==> config.mk <==
export PLATFORM = sky130hd
export DESIGN_NAME = mmio_timer_flat
export DESIGN_NICKNAME = d
export VERILOG_FILES = /design/src/rtl/mmio_timer_pkg.sv /design/src/rtl/mmio_timer_if.sv /design/src/rtl/mmio_timer_core.sv /design/src/rtl/mmio_timer.sv /design/src/flat_wrapper.sv
export SDC_FILE = /design/constraint.sdc
export NUM_CORES = 1
export LEC_CHECK = 0
export CORE_MARGIN = 2
export CORE_UTILIZATION = 52
export DETAILED_ROUTE_END_ITERATION = 7
export PLACE_DENSITY = 0.75
export SLEW_MARGIN = 25
export SYNTH_ARGS = -nofsm -noshare
export SYNTH_HDL_FRONTEND = slang
export SYNTH_SLANG_ARGS = --single-unit
==> constraint.sdc <==
create_clock -name clk -period 2.6 [get_ports clk]
set_input_delay 0.52 -clock clk [delete_from_list [all_inputs] [get_ports clk]]
set_output_delay 0.52 -clock clk [all_outputs]
set_load 0.005 [all_outputs]
==> src/rtl/mmio_timer_pkg.sv <==
`default_nettype none
// +----------------------------------------------------------------------------+
// | Module      : mmio_timer_pkg                                               |
// | Description : Shared definitions for the memory-mapped timer: register     |
// |               word addresses, CTRL bit positions, bus FSM encoding and a   |
// |               byte-enable expansion helper.                                |
// | Ports       : none (package)                                               |
// | Revision    : 1.0 - initial release                                        |
// +----------------------------------------------------------------------------+
package mmio_timer_pkg;

  // Register word addresses inside the timer window
  localparam logic [7:0] TMR_CTRL     = 8'h00;
  localparam logic [7:0] TMR_LOAD     = 8'h01;
  localparam logic [7:0] TMR_COUNT    = 8'h02;
  localparam logic [7:0] TMR_STATUS   = 8'h03;
  localparam logic [7:0] TMR_PRESCALE = 8'h04;

  // CTRL bit indices
  localparam int CTRL_EN_BIT     = 0;
  localparam int CTRL_AR_BIT     = 1;
  localparam int CTRL_IRQ_EN_BIT = 2;
  localparam int CTRL_WIDTH      = 3;

  // Bus transaction FSM
  typedef enum logic [1:0] {
    ST_IDLE = 2'd0,
    ST_WAIT = 2'd1,
    ST_RESP = 2'd2
  } bus_state_t;

  // Expand 4 byte enables into a 32-bit bit mask
  function automatic logic [31:0] byte_mask(input logic [3:0] mask);
    logic [31:0] m;
    m = '0;
    for (int i = 0; i < 4; i++) begin
      m[8*i +: 8] = {8{mask[i]}};
    end
    return m;
  endfunction

endpackage
`default_nettype wire

==> src/rtl/mmio_timer_if.sv <==
`default_nettype none
// +----------------------------------------------------------------------------+
// | Module      : mmio_timer_if                                                |
// | Description : Request/valid data-memory-port bundle shared by the core's   |
// |               load/store unit (master) and the timer responder (slave).    |
// | Signals     : request, we_re, masking[3:0], address[7:0], w_data[31:0]     |
// |               (master -> slave); valid, r_data[31:0] (slave -> master).    |
// | Revision    : 1.0 - initial release                                        |
// +----------------------------------------------------------------------------+
interface mmio_timer_if;
  logic        request;
  logic        we_re;
  logic [3:0]  masking;
  logic [7:0]  address;
  logic [31:0] w_data;
  logic        valid;
  logic [31:0] r_data;

  modport master (
    output request, we_re, masking, address, w_data,
    input  valid, r_data
  );

  modport slave (
    input  request, we_re, masking, address, w_data,
    output valid, r_data
  );
endinterface
`default_nettype wire

==> src/rtl/mmio_timer_core.sv <==
`default_nettype none
// +----------------------------------------------------------------------------+
// | Module      : mmio_timer_core                                              |
// | Description : Prescaler, COUNT/LOAD datapath and sticky expired flag.      |
// |               Register writes arrive as one-cycle per-register strobes     |
// |               with already byte-masked data plus the bit mask.             |
// | Ports       : clk, rst (async, active-low)                                 |
// |               wr_*_i      per-register write strobes                       |
// |               wr_data_i   write data, disabled bytes forced to 0           |
// |               wr_bmask_i  bit mask of enabled bytes                        |
// |               ctrl_o, load_o, count_o, expired_o, prescale_o  reg values   |
// |               irq_o       registered expired & irq_en                      |
// | Revision    : 1.0 - initial release                                        |
// +----------------------------------------------------------------------------+
module mmio_timer_core
  import mmio_timer_pkg::*;
(
  input  logic                  clk,
  input  logic                  rst,
  input  logic                  wr_ctrl_i,
  input  logic                  wr_load_i,
  input  logic                  wr_count_i,
  input  logic                  wr_status_i,
  input  logic                  wr_prescale_i,
  input  logic [31:0]           wr_data_i,
  input  logic [31:0]           wr_bmask_i,
  output logic [CTRL_WIDTH-1:0] ctrl_o,
  output logic [31:0]           load_o,
  output logic [31:0]           count_o,
  output logic                  expired_o,
  output logic [15:0]           prescale_o,
  output logic                  irq_o
);

  logic [CTRL_WIDTH-1:0] ctrl_q, ctrl_d;
  logic [31:0]           load_q, load_d;
  logic [31:0]           count_q, count_d;
  logic [15:0]           pre_q, pre_d;
  logic [15:0]           pcnt_q, pcnt_d;
  logic                  expired_q, expired_d;
  logic                  irq_q, irq_d;
  logic                  tick;
  logic                  hw_expire;

  always_comb begin
    tick      = ctrl_q[CTRL_EN_BIT] && (pcnt_q == pre_q);
    hw_expire = tick && (count_q == '0);

    ctrl_d    = ctrl_q;
    load_d    = load_q;
    count_d   = count_q;
    pre_d     = pre_q;
    expired_d = expired_q;
    // pcnt only runs while enabled; a tick or a disabled timer parks it at 0
    pcnt_d    = (ctrl_q[CTRL_EN_BIT] && !tick) ? pcnt_q + 16'd1 : 16'd0;
    irq_d     = expired_q & ctrl_q[CTRL_IRQ_EN_BIT];

    if (tick) begin
      if (count_q != '0) begin
        count_d = count_q - 32'd1;
      end else if (ctrl_q[CTRL_AR_BIT]) begin
        count_d = load_q;
      end else begin
        ctrl_d[CTRL_EN_BIT] = 1'b0;
      end
    end

    // Hardware set of expired beats a same-cycle write-1-to-clear
    if (hw_expire) begin
      expired_d = 1'b1;
    end else if (wr_status_i && wr_data_i[0]) begin
      expired_d = 1'b0;
    end

    // Bus writes are applied last so they override any tick update above;
    // unwritten bytes keep their pre-tick value.
    if (wr_ctrl_i) begin
      ctrl_d = (ctrl_q & ~wr_bmask_i[CTRL_WIDTH-1:0]) | wr_data_i[CTRL_WIDTH-1:0];
      if (!ctrl_d[CTRL_EN_BIT]) begin
        pcnt_d = 16'd0;
      end
    end
    if (wr_load_i) begin
      load_d = (load_q & ~wr_bmask_i) | wr_data_i;
    end
    if (wr_count_i) begin
      count_d = (count_q & ~wr_bmask_i) | wr_data_i;
    end
    if (wr_prescale_i) begin
      pre_d = (pre_q & ~wr_bmask_i[15:0]) | wr_data_i[15:0];
    end
  end

  always_ff @(posedge clk or negedge rst) begin
    if (!rst) begin
      ctrl_q    <= '0;
      load_q    <= '0;
      count_q   <= '0;
      pre_q     <= '0;
      pcnt_q    <= '0;
      expired_q <= 1'b0;
      irq_q     <= 1'b0;
    end else begin
      ctrl_q    <= ctrl_d;
      load_q    <= load_d;
      count_q   <= count_d;
      pre_q     <= pre_d;
      pcnt_q    <= pcnt_d;
      expired_q <= expired_d;
      irq_q     <= irq_d;
    end
  end

  assign ctrl_o     = ctrl_q;
  assign load_o     = load_q;
  assign count_o    = count_q;
  assign expired_o  = expired_q;
  assign prescale_o = pre_q;
  assign irq_o      = irq_q;

endmodule
`default_nettype wire

==> src/rtl/mmio_timer.sv <==
`default_nettype none
// +----------------------------------------------------------------------------+
// | Module      : mmio_timer                                                   |
// | Description : Memory-mapped down-counting timer responder. Runs the        |
// |               request/valid bus FSM with WAIT_STATES (0..7) extra cycles,  |
// |               the register read mux, and drives a level interrupt.         |
// | Ports       : clk   single clock                                           |
// |               rst   asynchronous, active-low reset                         |
// |               bus   mmio_timer_if slave (request/we_re/masking/address/    |
// |                     w_data in; valid/r_data out)                           |
// |               irq_o registered STATUS.expired & CTRL.irq_en                |
// | Revision    : 1.0 - initial release                                        |
// +----------------------------------------------------------------------------+
module mmio_timer
  import mmio_timer_pkg::*;
#(
  parameter int WAIT_STATES = 1
) (
  input  logic        clk,
  input  logic        rst,
  mmio_timer_if.slave bus,
  output logic        irq_o
);

  localparam logic [2:0] WAIT_LOAD = (WAIT_STATES > 0) ? 3'(WAIT_STATES - 1) : 3'd0;

  bus_state_t            state_q, state_d;
  logic [2:0]            wcnt_q, wcnt_d;
  logic                  we_q;
  logic [7:0]            addr_q;
  logic [3:0]            mask_q;
  logic [31:0]           wdata_q;
  logic [31:0]           rdata_q;
  logic [7:0]            rd_addr;
  logic [31:0]           rd_mux;
  logic                  commit;
  logic [31:0]           bmask;

  logic [CTRL_WIDTH-1:0] ctrl;
  logic [31:0]           load;
  logic [31:0]           count;
  logic                  expired;
  logic [15:0]           prescale;

  // Bus FSM next state
  always_comb begin
    state_d = state_q;
    wcnt_d  = wcnt_q;
    case (state_q)
      ST_IDLE: begin
        if (bus.request) begin
          wcnt_d  = WAIT_LOAD;
          state_d = (WAIT_STATES > 0) ? ST_WAIT : ST_RESP;
        end
      end
      ST_WAIT: begin
        if (wcnt_q == 3'd0) begin
          state_d = ST_RESP;
        end else begin
          wcnt_d = wcnt_q - 3'd1;
        end
      end
      ST_RESP: state_d = ST_IDLE;
      default: state_d = ST_IDLE;
    endcase
  end

  // With zero wait states RESP is entered on the same edge that accepts the
  // request, so the read mux must look at the live address in IDLE.
  assign rd_addr = (state_q == ST_IDLE) ? bus.address : addr_q;

  always_comb begin
    rd_mux = '0;
    case (rd_addr)
      TMR_CTRL:     rd_mux = {{(32-CTRL_WIDTH){1'b0}}, ctrl};
      TMR_LOAD:     rd_mux = load;
      TMR_COUNT:    rd_mux = count;
      TMR_STATUS:   rd_mux = {31'd0, expired};
      TMR_PRESCALE: rd_mux = {16'd0, prescale};
      default:      rd_mux = '0;
    endcase
  end

  always_ff @(posedge clk or negedge rst) begin
    if (!rst) begin
      state_q <= ST_IDLE;
      wcnt_q  <= '0;
      we_q    <= 1'b0;
      addr_q  <= '0;
      mask_q  <= '0;
      wdata_q <= '0;
      rdata_q <= '0;
    end else begin
      state_q <= state_d;
      wcnt_q  <= wcnt_d;
      if (state_q == ST_IDLE && bus.request) begin
        we_q    <= bus.we_re;
        addr_q  <= bus.address;
        mask_q  <= bus.masking;
        wdata_q <= bus.w_data;
      end
      // Read data is a snapshot of the registers at the edge entering RESP
      if (state_d == ST_RESP && state_q != ST_RESP) begin
        rdata_q <= rd_mux;
      end
    end
  end

  assign bus.valid  = (state_q == ST_RESP);
  assign bus.r_data = rdata_q;

  // Writes commit on the edge leaving RESP; an all-zero mask is a no-op
  assign commit = (state_q == ST_RESP) && we_q && (mask_q != 4'd0);
  assign bmask  = byte_mask(mask_q);

  mmio_timer_core u_core (
    .clk           (clk),
    .rst           (rst),
    .wr_ctrl_i     (commit && (addr_q == TMR_CTRL)),
    .wr_load_i     (commit && (addr_q == TMR_LOAD)),
    .wr_count_i    (commit && (addr_q == TMR_COUNT)),
    .wr_status_i   (commit && (addr_q == TMR_STATUS)),
    .wr_prescale_i (commit && (addr_q == TMR_PRESCALE)),
    .wr_data_i     (wdata_q & bmask),
    .wr_bmask_i    (bmask),
    .ctrl_o        (ctrl),
    .load_o        (load),
    .count_o       (count),
    .expired_o     (expired),
    .prescale_o    (prescale),
    .irq_o         (irq_o)
  );

endmodule
`default_nettype wire

==> src/flat_wrapper.sv <==
// flat-port wrapper written by rule: the top's interface ports become plain ports
module mmio_timer_flat import mmio_timer_pkg::*;
#(
  parameter int WAIT_STATES = 1
)
  (clk, rst, irq_o, bus_request, bus_we_re, bus_masking, bus_address, bus_w_data, bus_valid, bus_r_data);
  mmio_timer_if bus_i ();
  input  logic clk;
  input  logic rst;
  output logic irq_o;
  input wire logic [$bits(bus_i.request)-1:0] bus_request;
  input wire logic [$bits(bus_i.we_re)-1:0] bus_we_re;
  input wire logic [$bits(bus_i.masking)-1:0] bus_masking;
  input wire logic [$bits(bus_i.address)-1:0] bus_address;
  input wire logic [$bits(bus_i.w_data)-1:0] bus_w_data;
  output wire logic [$bits(bus_i.valid)-1:0] bus_valid;
  output wire logic [$bits(bus_i.r_data)-1:0] bus_r_data;
  assign bus_i.request = bus_request;
  assign bus_i.we_re = bus_we_re;
  assign bus_i.masking = bus_masking;
  assign bus_i.address = bus_address;
  assign bus_i.w_data = bus_w_data;
  assign bus_valid = bus_i.valid;
  assign bus_r_data = bus_i.r_data;
  mmio_timer #(.WAIT_STATES(WAIT_STATES)) u_core (.clk(clk), .rst(rst), .bus(bus_i), .irq_o(irq_o));
endmodule
; Word-level counts from Yosys, hierarchy flattened
; Index checks and enable logic that the tools add are counted.
[classes]
addsub = 3
n_mul = 0
n_div = 0
order_cmp = 0
eq_ne = 17
n_shift = 0
mux = 21
bitwise_logic = 13
reduce_logical = 29
[ops]
columns = cell, n
row1 = $pmux W32 S5, 1
row2 = $mux W32, 4
row3 = $and A32 B32 Y32, 3
row4 = $or A32 B32 Y32, 2
row5 = $mux W16, 3
row6 = $eq A8 B2 Y1 const B, 4
row7 = $logic_not A32 Y1, 1
row8 = $not A32 Y32, 1
row9 = $reduce_bool A32 Y1, 1
row10 = $sub A32 B1 Y32 const B, 1
row11 = $add A16 B1 Y16 const B, 1
row12 = $and A16 B16 Y16, 1
row13 = $eq A16 B16 Y1, 1
row14 = $eq A8 B1 Y1 const B, 2
row15 = $eq A8 B3 Y1 const B, 2
row16 = $logic_not A8 Y1, 2
row17 = $not A16 Y16, 1
row18 = $or A16 B16 Y16, 1
row19 = $logic_and A1 B1 Y1, 13
row20 = $ne A2 B2 Y1 const B, 5
row21 = $mux W8, 1
row22 = $reduce_bool A2 Y1, 4
row23 = $mux W1, 6
row24 = $mux W3, 2
row25 = other kinds (17), 20
[word_totals]
reg_bits = 183
latchBits = 0
ramBits = 0
mem_bits_ro = 0
inputBits = 48
out_inout_bits = 34
mem_count = 0

; Logic depth before layout (Yosys ltp)
; Gate-level depths: netlist (run 1).
[depth]
depth_word = 7
depth_mapped = 11
ltp_nobuf = 8

; By module
; From an unflattened synthesis (run 1), not the netlist that was laid out.
[hier_totals]
hier_cells = 951
area_unflattened_um2 = 9585.4
[modules_own_cells]
columns = module, n_inst, cells_each, area_each_um2
row1 = mmio_timer_core, 1, 603, 5576.6
row2 = mmio_timer, 1, 348, 4008.8

; Least setup slack after synthesis (run 1)
; OpenSTA, ideal clock, no wires.
[synth_path]
kind = register to register
startpoint = register with a tool-made name
endpoint = register with a tool-made name
arrival_time_ns = 2.567
required_time_ns = 2.474
setup_slack_ns = -0.093
stages_incl_launch_ff = 9
path_buffers = 3
period_less_slack_ns = 2.693
cell_sequence = dfrtp_1 > buf_6 > or4_4 > or4_4 > or3_1 > buf_6 > buf_6 > o211a_1 > a221o_1

==> metrics.md, run 1 <==
| Metric | Value |
|---|---|
| Lkg Pwr | 5.28 nW |
| Final cell count without fillers | 1230 |
| Worst skew pair latency | 440 ps |
| Crit start category | register |
| Cell count after synthesis | 853 |
| Reg area | 4580 um^2 |
| CTS root buf | clkbuf_16 |
| Maximum clock path buffer count | 2 |
| Hold_ws | 80.6 ps |
| Final period util | 1.00 |
| Cell Area, Synth | 9200 um^2 |
| Pre-CTS setup slack | -57.9 ps |
| DR iter-0 viols | 733 |
| PwrDens | 900 nW/um^2 |
| Primary FF master, synth | dfrtp_1 |
| Maximum capacitance violations | 0 |
| Via-to-Cell Ratio | 6.06 |
| Grt total ovfl | 0 |
| Die width | 137 um |
| Layout net count | 1045 |
| Vias in the first global route | 7490 |
| Residual DRC | 0 |
| Worst slew margin | 0.583 |
| Starting Density | 0.532 |
| Highest fanout seen on the critical path | 23 |
| Router iterations before antenna repair | 5 |
| DR vias | 7451 |
| First-pass GRT wire length | 40200 um |
| Final GP Congestion | 0.916 |
| DRT antenna net count | 0 |
| HPWL Detailed | 17300 um |
| Status | complete, but fails checks |
| Post-synthesis sequential area ratio | 0.498 |
| Row count | 48 |
| Port Buffers | 81 |
| Core Box Area | 17300 um^2 |
| Sinks on Clock Net | 183 |
| Hold Crit Class | in2async |
| Clock share of power | 0.280 |
| Total power draw | 0.0104 W |
| Reg clk slew, reported paths | 70 ps |
| Total CTS buffers | 17 |
| Final hold viol count | 0 |
| Share of cells above drive strength 1 | 0.256 |
| Sw Ratio | 0.350 |
| Fin crit period | 2600 ps |
| Psw | 0.00366 W |
| Synth cell types | 68 |
| RSZ-0062 raised after global routing | yes |
| CP arrival | 2930 ps |
| Total global-route track usage | 0.278 |
| Post-synth EDFFs | 0 |
| Final clock skew | 16.1 ps |
| Setup WS post-layout | -0.0229 ps |
| CTS tree | done |
| Critical path capture point type | register |
| Crit Path Category | reg2reg |
| Fillers | 1358 |
| Worst slew pin tran | 625 ps |
| Die Height | 137 um |
| Combinational share of power | 0.359 |
| Post-Syn Area per Cell | 10.8 um^2 |
| Area grow syn2layout | 26.2% |
| Seq pwr share | 0.361 |
| Max VDD drop | 0.000737 V |
| I/O pins | 82 |
| Int Pwr | 0.00679 W |
| Wirelength per Cell | 20.0 um |
| Most frequent cells in the layout | dfrtp_1, mux2_2, buf_4 |
| H-tree depth | 4 |
| Footprint of the multi-input gates | 4450 um^2 |
| Synth async-reset ratio | 1.00 |
| Failing checks | negative setup slack |
| Highest achievable clock rate | 385 MHz |
| Ys Warns | 0 |
| Req. time, crit path | 2930 ps |
| Total Wirelength | 24600 um |
| Synthesis-stage register bit count | 183 |
| Antenna Cells | 0 |
| Cells after DPL | 1197 |
| Max Slew Vio Count | 0 |
| Most common cell after layout, fill and taps aside | dfrtp_1 |
| Area of the die | 18800 um^2 |
| # setup viols final | 1 |
| Syn nets | 906 |
| Largest net degree at the start of global routing | 64 |
| Antenna violations before repair | 0 |
==> metrics by stage <==
stage / setup TNS, ps / area, um^2 / util
after floorplan: 0 / 9210 / -
after global placement: 0 / 10800 / 0.625
after detailed placement: -302 / 10800 / 0.625
after CTS: 0 / 11500 / 0.666
after global routing: -345 / 11600 / 0.671
final: -0.0229 / 11600 / 0.671
==> cell families (layout without fill, tap and decap cells) <==
logic type / count (synthesis) / in the layout / synth area share
XOR/XNOR: 48 / 48 / 0.0457
AND/OR/NAND/NOR: 267 / 267 / 0.148
multiplexers: 109 / 109 / 0.133
flip-flops: 183 / 183 / 0.498
buffers and inverters: 66 / 218 / 0.0332
AO/OA/AOI/OAI: 175 / 175 / 0.136
adder cells (fa/ha/maj): 5 / 5 / 0.00680
==> power by group through the flow <==
stage | clock network [W] | registers, W | logic [W]
CTS | 0.00296 | 0.00377 | 0.00364
global route | 0.00308 | 0.00384 | 0.00411
floorplan | 0 | 0.00362 | 0.00249
global placement | 0 | 0.00379 | 0.00349
detailed placement | 0 | 0.00381 | 0.00355
finish | 0.00292 | 0.00378 | 0.00375
==> metal layers <==
metal | track usage | vias up | share of wire
met4 | 0.0842 | 0 | 0.019
li1 | - | 3422 | -
met5 | 0 | - | 0
met2 | 0.433 | 299 | 0.47
met3 | 0.0456 | 39 | 0.065
met1 | 0.402 | 3691 | 0.45
==> cell usage after synthesis, drive strengths merged, types with 13 or more instances <==
cell	number	share of area
a22oi	32	0.026
clkbuf	38	0.016
nand3	17	0.0092
nor3	23	0.013
or4	16	0.014
buf	13	0.011
a211oi	13	0.011
xnor2	15	0.014
nor2	67	0.027
nor4	19	0.015
inv	15	0.0061
mux2i	14	0.015
xor2	33	0.031
nand2	69	0.028
mux2	94	0.12
o21ai	53	0.029
dfrtp	183	0.50
a22o	14	0.013
==> critical path: stages, from the launching register on <==
cell and delay, ps:
dfrtp_1 380, or4_4 550, or4_4 540, or3_4 380, buf_12 170, o211a_1 210
a221o_1 250
==> area by class of cell <==
type,instances,share of cell area
timing repair buffer,171,0.136
clock buffer,19,0.0390
multi-input combinational,604,0.383
inverter,15,0.00485
clock inverter,13,0.0185
tap,225,0.0242
sequential,183,0.394
==> worst paths after layout <==
| check | start | endpoint | slack [ps] | cells after the start |
|---|---|---|---|---|
| worst max-delay path | register | register | -0.02 | 6 |
| worst max register to register | register | register | -0.02 | 6 |
| worst min register to register | u_core.bus.r_data[2]$_DFFE_PN0P_ | u_core.bus.r_data[2]$_DFFE_PN0P_ | 480 | 2 |
| worst min-delay path | rst | u_core.bus.r_data[31]$_DFFE_PN0P_ | 80 | 1 |
| max in group asynchronous | rst | async pin | 1750 | 2 |
| min in group clk | u_core.bus.r_data[2]$_DFFE_PN0P_ | u_core.bus.r_data[2]$_DFFE_PN0P_ | 480 | 2 |
==> timing repair <==
action,CTS,global route
resized for setup,7,20
buffers inserted,0,1
endpoints found under the setup margin,12,52
hold buffers,0,0
pin swaps,0,1
(Power assumes the default switching activity.)
==> run 2, diff against run 1 <==
Settings changed: CORE_ASPECT_RATIO set to 1.4.
==> metrics.md, run 2 (synthesis results as in run 1) <==
| Metric | Value |
|---|---|
| DRT antenna net count | 0 (unchanged) |
| DR top layer | met4 |
| Highest achievable clock rate | 391 MHz (+1.8%) |
| CP arrival | 2910 ps (-20 ps) |
| RSZ-0062 raised after global routing | yes |
| Area grow syn2layout | 25.8% |
| Slowest-stage cell, CP | or4_4 |
| HPWL Detailed | 17200 um (-0.31%) |
| Final clock skew | 11.9 ps (-4.23 ps) |
| PwrDens | 887 nW/um^2 (-1.4%) |
| Max VDD drop | 0.000561 V (-24%) |
| Met3 routed wirelength | 882 um (-44%) |
| Layout net count | 1042 (-0.29%) |
| Worst slew pin tran | 608 ps (-17.0 ps) |
| Total global-route track usage | 0.269 (-0.00930) |
| Final hold viol count | 0 (unchanged) |
| Final GP Congestion | 0.944 (+3.1%) |
| Die Height | 161 um (+18%) |
| Routed wl met2 | 12500 um (+8.2%) |
| Antenna violations before repair | 0 (unchanged) |
| Maximum clock path buffer count | 2 (unchanged) |
| Router iterations before antenna repair | 5 (unchanged) |
| Port Buffers | 81 (unchanged) |
| M1 WL | 9740 um (-11%) |
| I/O pins | 82 (unchanged) |
| Most common cell after layout, fill and taps aside | dfrtp_1 |
| Fillers | 1347 (-0.81%) |
| Wirelength per Cell | 19.4 um (-3.0%) |
| # setup viols final | 0 (-1) |
| Critical path, cell by cell | or4_4 -> or4_4 -> or3_4 -> buf_4 -> a211o_1 -> a31oi_1 |
| Starting Density | 0.531 (-0.00104) |
| Worst path most repeated cell | or4_4 |
| Post-CTS setup buffers | 0 (unchanged) |
| Via-to-Cell Ratio | 5.94 (-1.9%) |
| Register-to-Register Path Depth | 6 (unchanged) |
| Total CTS buffers | 17 (unchanged) |
| Reg2reg setup slack | 50 ps (+50 ps) |
| Crit start category | register |
| Sinks on Clock Net | 183 (unchanged) |
| Slowest Stage Delay on Critical Path | 530 ps (-20 ps) |
| CTS root buf | clkbuf_16 |
| Highest fanout seen on the critical path | 22 (-4.3%) |
| DR vias | 7356 (-1.3%) |
| H-tree depth | 4 (unchanged) |
| Final period util | 0.982 (-0.0176) |
| Crit Path Category | reg2reg |
| Area of the die | 18800 um^2 (about the same) |
| Critical path capture point type | register |
| Hold_buf cts | 0 (unchanged) |
| Finished layout cell area | 11600 um^2 (-0.27%) |
| Share of cells above drive strength 1 | 0.249 (-0.00722) |
| Reg clk slew, reported paths | 70 ps (about the same) |
| Fin crit period | 2550 ps (-45.6 ps) |
| Grt total ovfl | 0 (unchanged) |
| First-pass GRT wire length | 39000 um (-3.0%) |
| Largest net degree at the start of global routing | 63 (-1.6%) |
| Hold Crit Class | in2async |
| Status | complete, no violations |
| Die width | 116 um (-15%) |
| Max Slew Vio Count | 0 (unchanged) |
| Maximum capacitance violations | 0 (unchanged) |
| Antenna Cells | 0 (unchanged) |
| Worst slew margin | 0.591 (+0.00762) |
| Vias in the first global route | 7639 (+2.0%) |
| Placed cell area | 10900 um^2 (+0.34%) |
| Core Box Area | 17300 um^2 (+0.20%) |
| Most frequent cells in the layout | dfrtp_1, mux2_2, clkdlybuf4s50_1 |
| Req. time, crit path | 2960 ps (+30 ps) |
| Total Wirelength | 24000 um (-2.4%) |
| Worst skew pair latency | 440 ps (about the same) |
| Lkg Pwr | 5.24 nW (-0.66%) |
| Residual DRC | 0 (unchanged) |
| Row count | 57 (+19%) |
| CTS tree | done |
| DR iter-0 viols | 397 (-46%) |
| Total power draw | 0.0103 W (-1.7%) |
==> run 2: cell count changes in the layout (fill, tap and decap cells not counted), moves of 2 or more <==
cell and delta:
clkinv_4 -2, buf_12 +3, nor4_2 -4, buf_4 -5, clkinvlp_4 +3, nor4_1 +3, inv_8 +2, inv_6 -3
==> run 2: area by class of cell <==
type / count / area [um^2] / area share
inverters: 15 / 56.3 / 0.00486
clock inverters: 13 / 191 / 0.0165
repair buffers: 168 / 1590 / 0.137
multi-input cells: 604 / 4430 / 0.382
clock buffers: 19 / 443 / 0.0382
flip-flops and latches: 183 / 4580 / 0.395
well taps: 236 / 295 / 0.0255
==> run 2: per-stage QoR <==
step                      cells  TNS [ps]  setup slack [ps]   util  hold slack (ps)
after floorplan             853         0              4.39      -              224
after global placement     1206     -1240              -129  0.626              464
after detailed placement   1206     -1810              -157  0.626              469
after CTS                  1238         0             0.293  0.664             81.4
after global routing       1238     -40.9             -18.1  0.668              100
final                      1238         0              45.6  0.668             62.0
==> run 2: routing by layer <==
layer | GRT usage | vias to the layer above
met5 | 0 | -
met4 | 0.127 | 0
met3 | 0.0428 | 58
met2 | 0.460 | 194
met1 | 0.329 | 3693
li1 | - | 3411
==> run 2: how the worst min path moves through the flow <==
stage / from / endpoint / slack (ps) / depth (start not counted)
after floorplan: rst / async pin / 220 / 0
after detailed placement: u_core.bus.r_data[26]$_DFFE_PN0P_ / u_core.bus.r_data[26]$_DFFE_PN0P_ / 470 / 2
after CTS: rst / u_core.bus.r_data[28]$_DFFE_PN0P_ / 80 / 1
after global placement: u_core.bus.r_data[4]$_DFFE_PN0P_ / u_core.bus.r_data[4]$_DFFE_PN0P_ / 460 / 2
after global routing: rst / u_core.bus.r_data[28]$_DFFE_PN0P_ / 100 / 1
final: rst / u_core.bus.r_data[28]$_DFFE_PN0P_ / 60 / 1
==> run 2: where the power goes <==
group / switching, W / total [W] / leakage, nW / internal (W)
registers: 0.000489 / 0.00378 / 2.45 / 0.00329
clock network: 0.00114 / 0.00279 / 0.299 / 0.00165
logic: 0.00200 / 0.00370 / 2.49 / 0.00171
total: 0.00363 / 0.0103 / 5.24 / 0.00664
==> run 2: worst max-delay path: cells and delay by family (launching register included) <==
kind | cells | cell delay [ps]
buffers and inverters | 1 | 230
DFF | 1 | 370
and+or+nand+nor | 3 | 1420
AOI/OAI and AO/OA | 2 | 450
==> run 2: what timing repair did <==
action	in CTS	in global routing
resized for setup	3	18
setup endpoints to repair	23	47
endpoints found under the hold margin	0	0
pin swaps	0	3
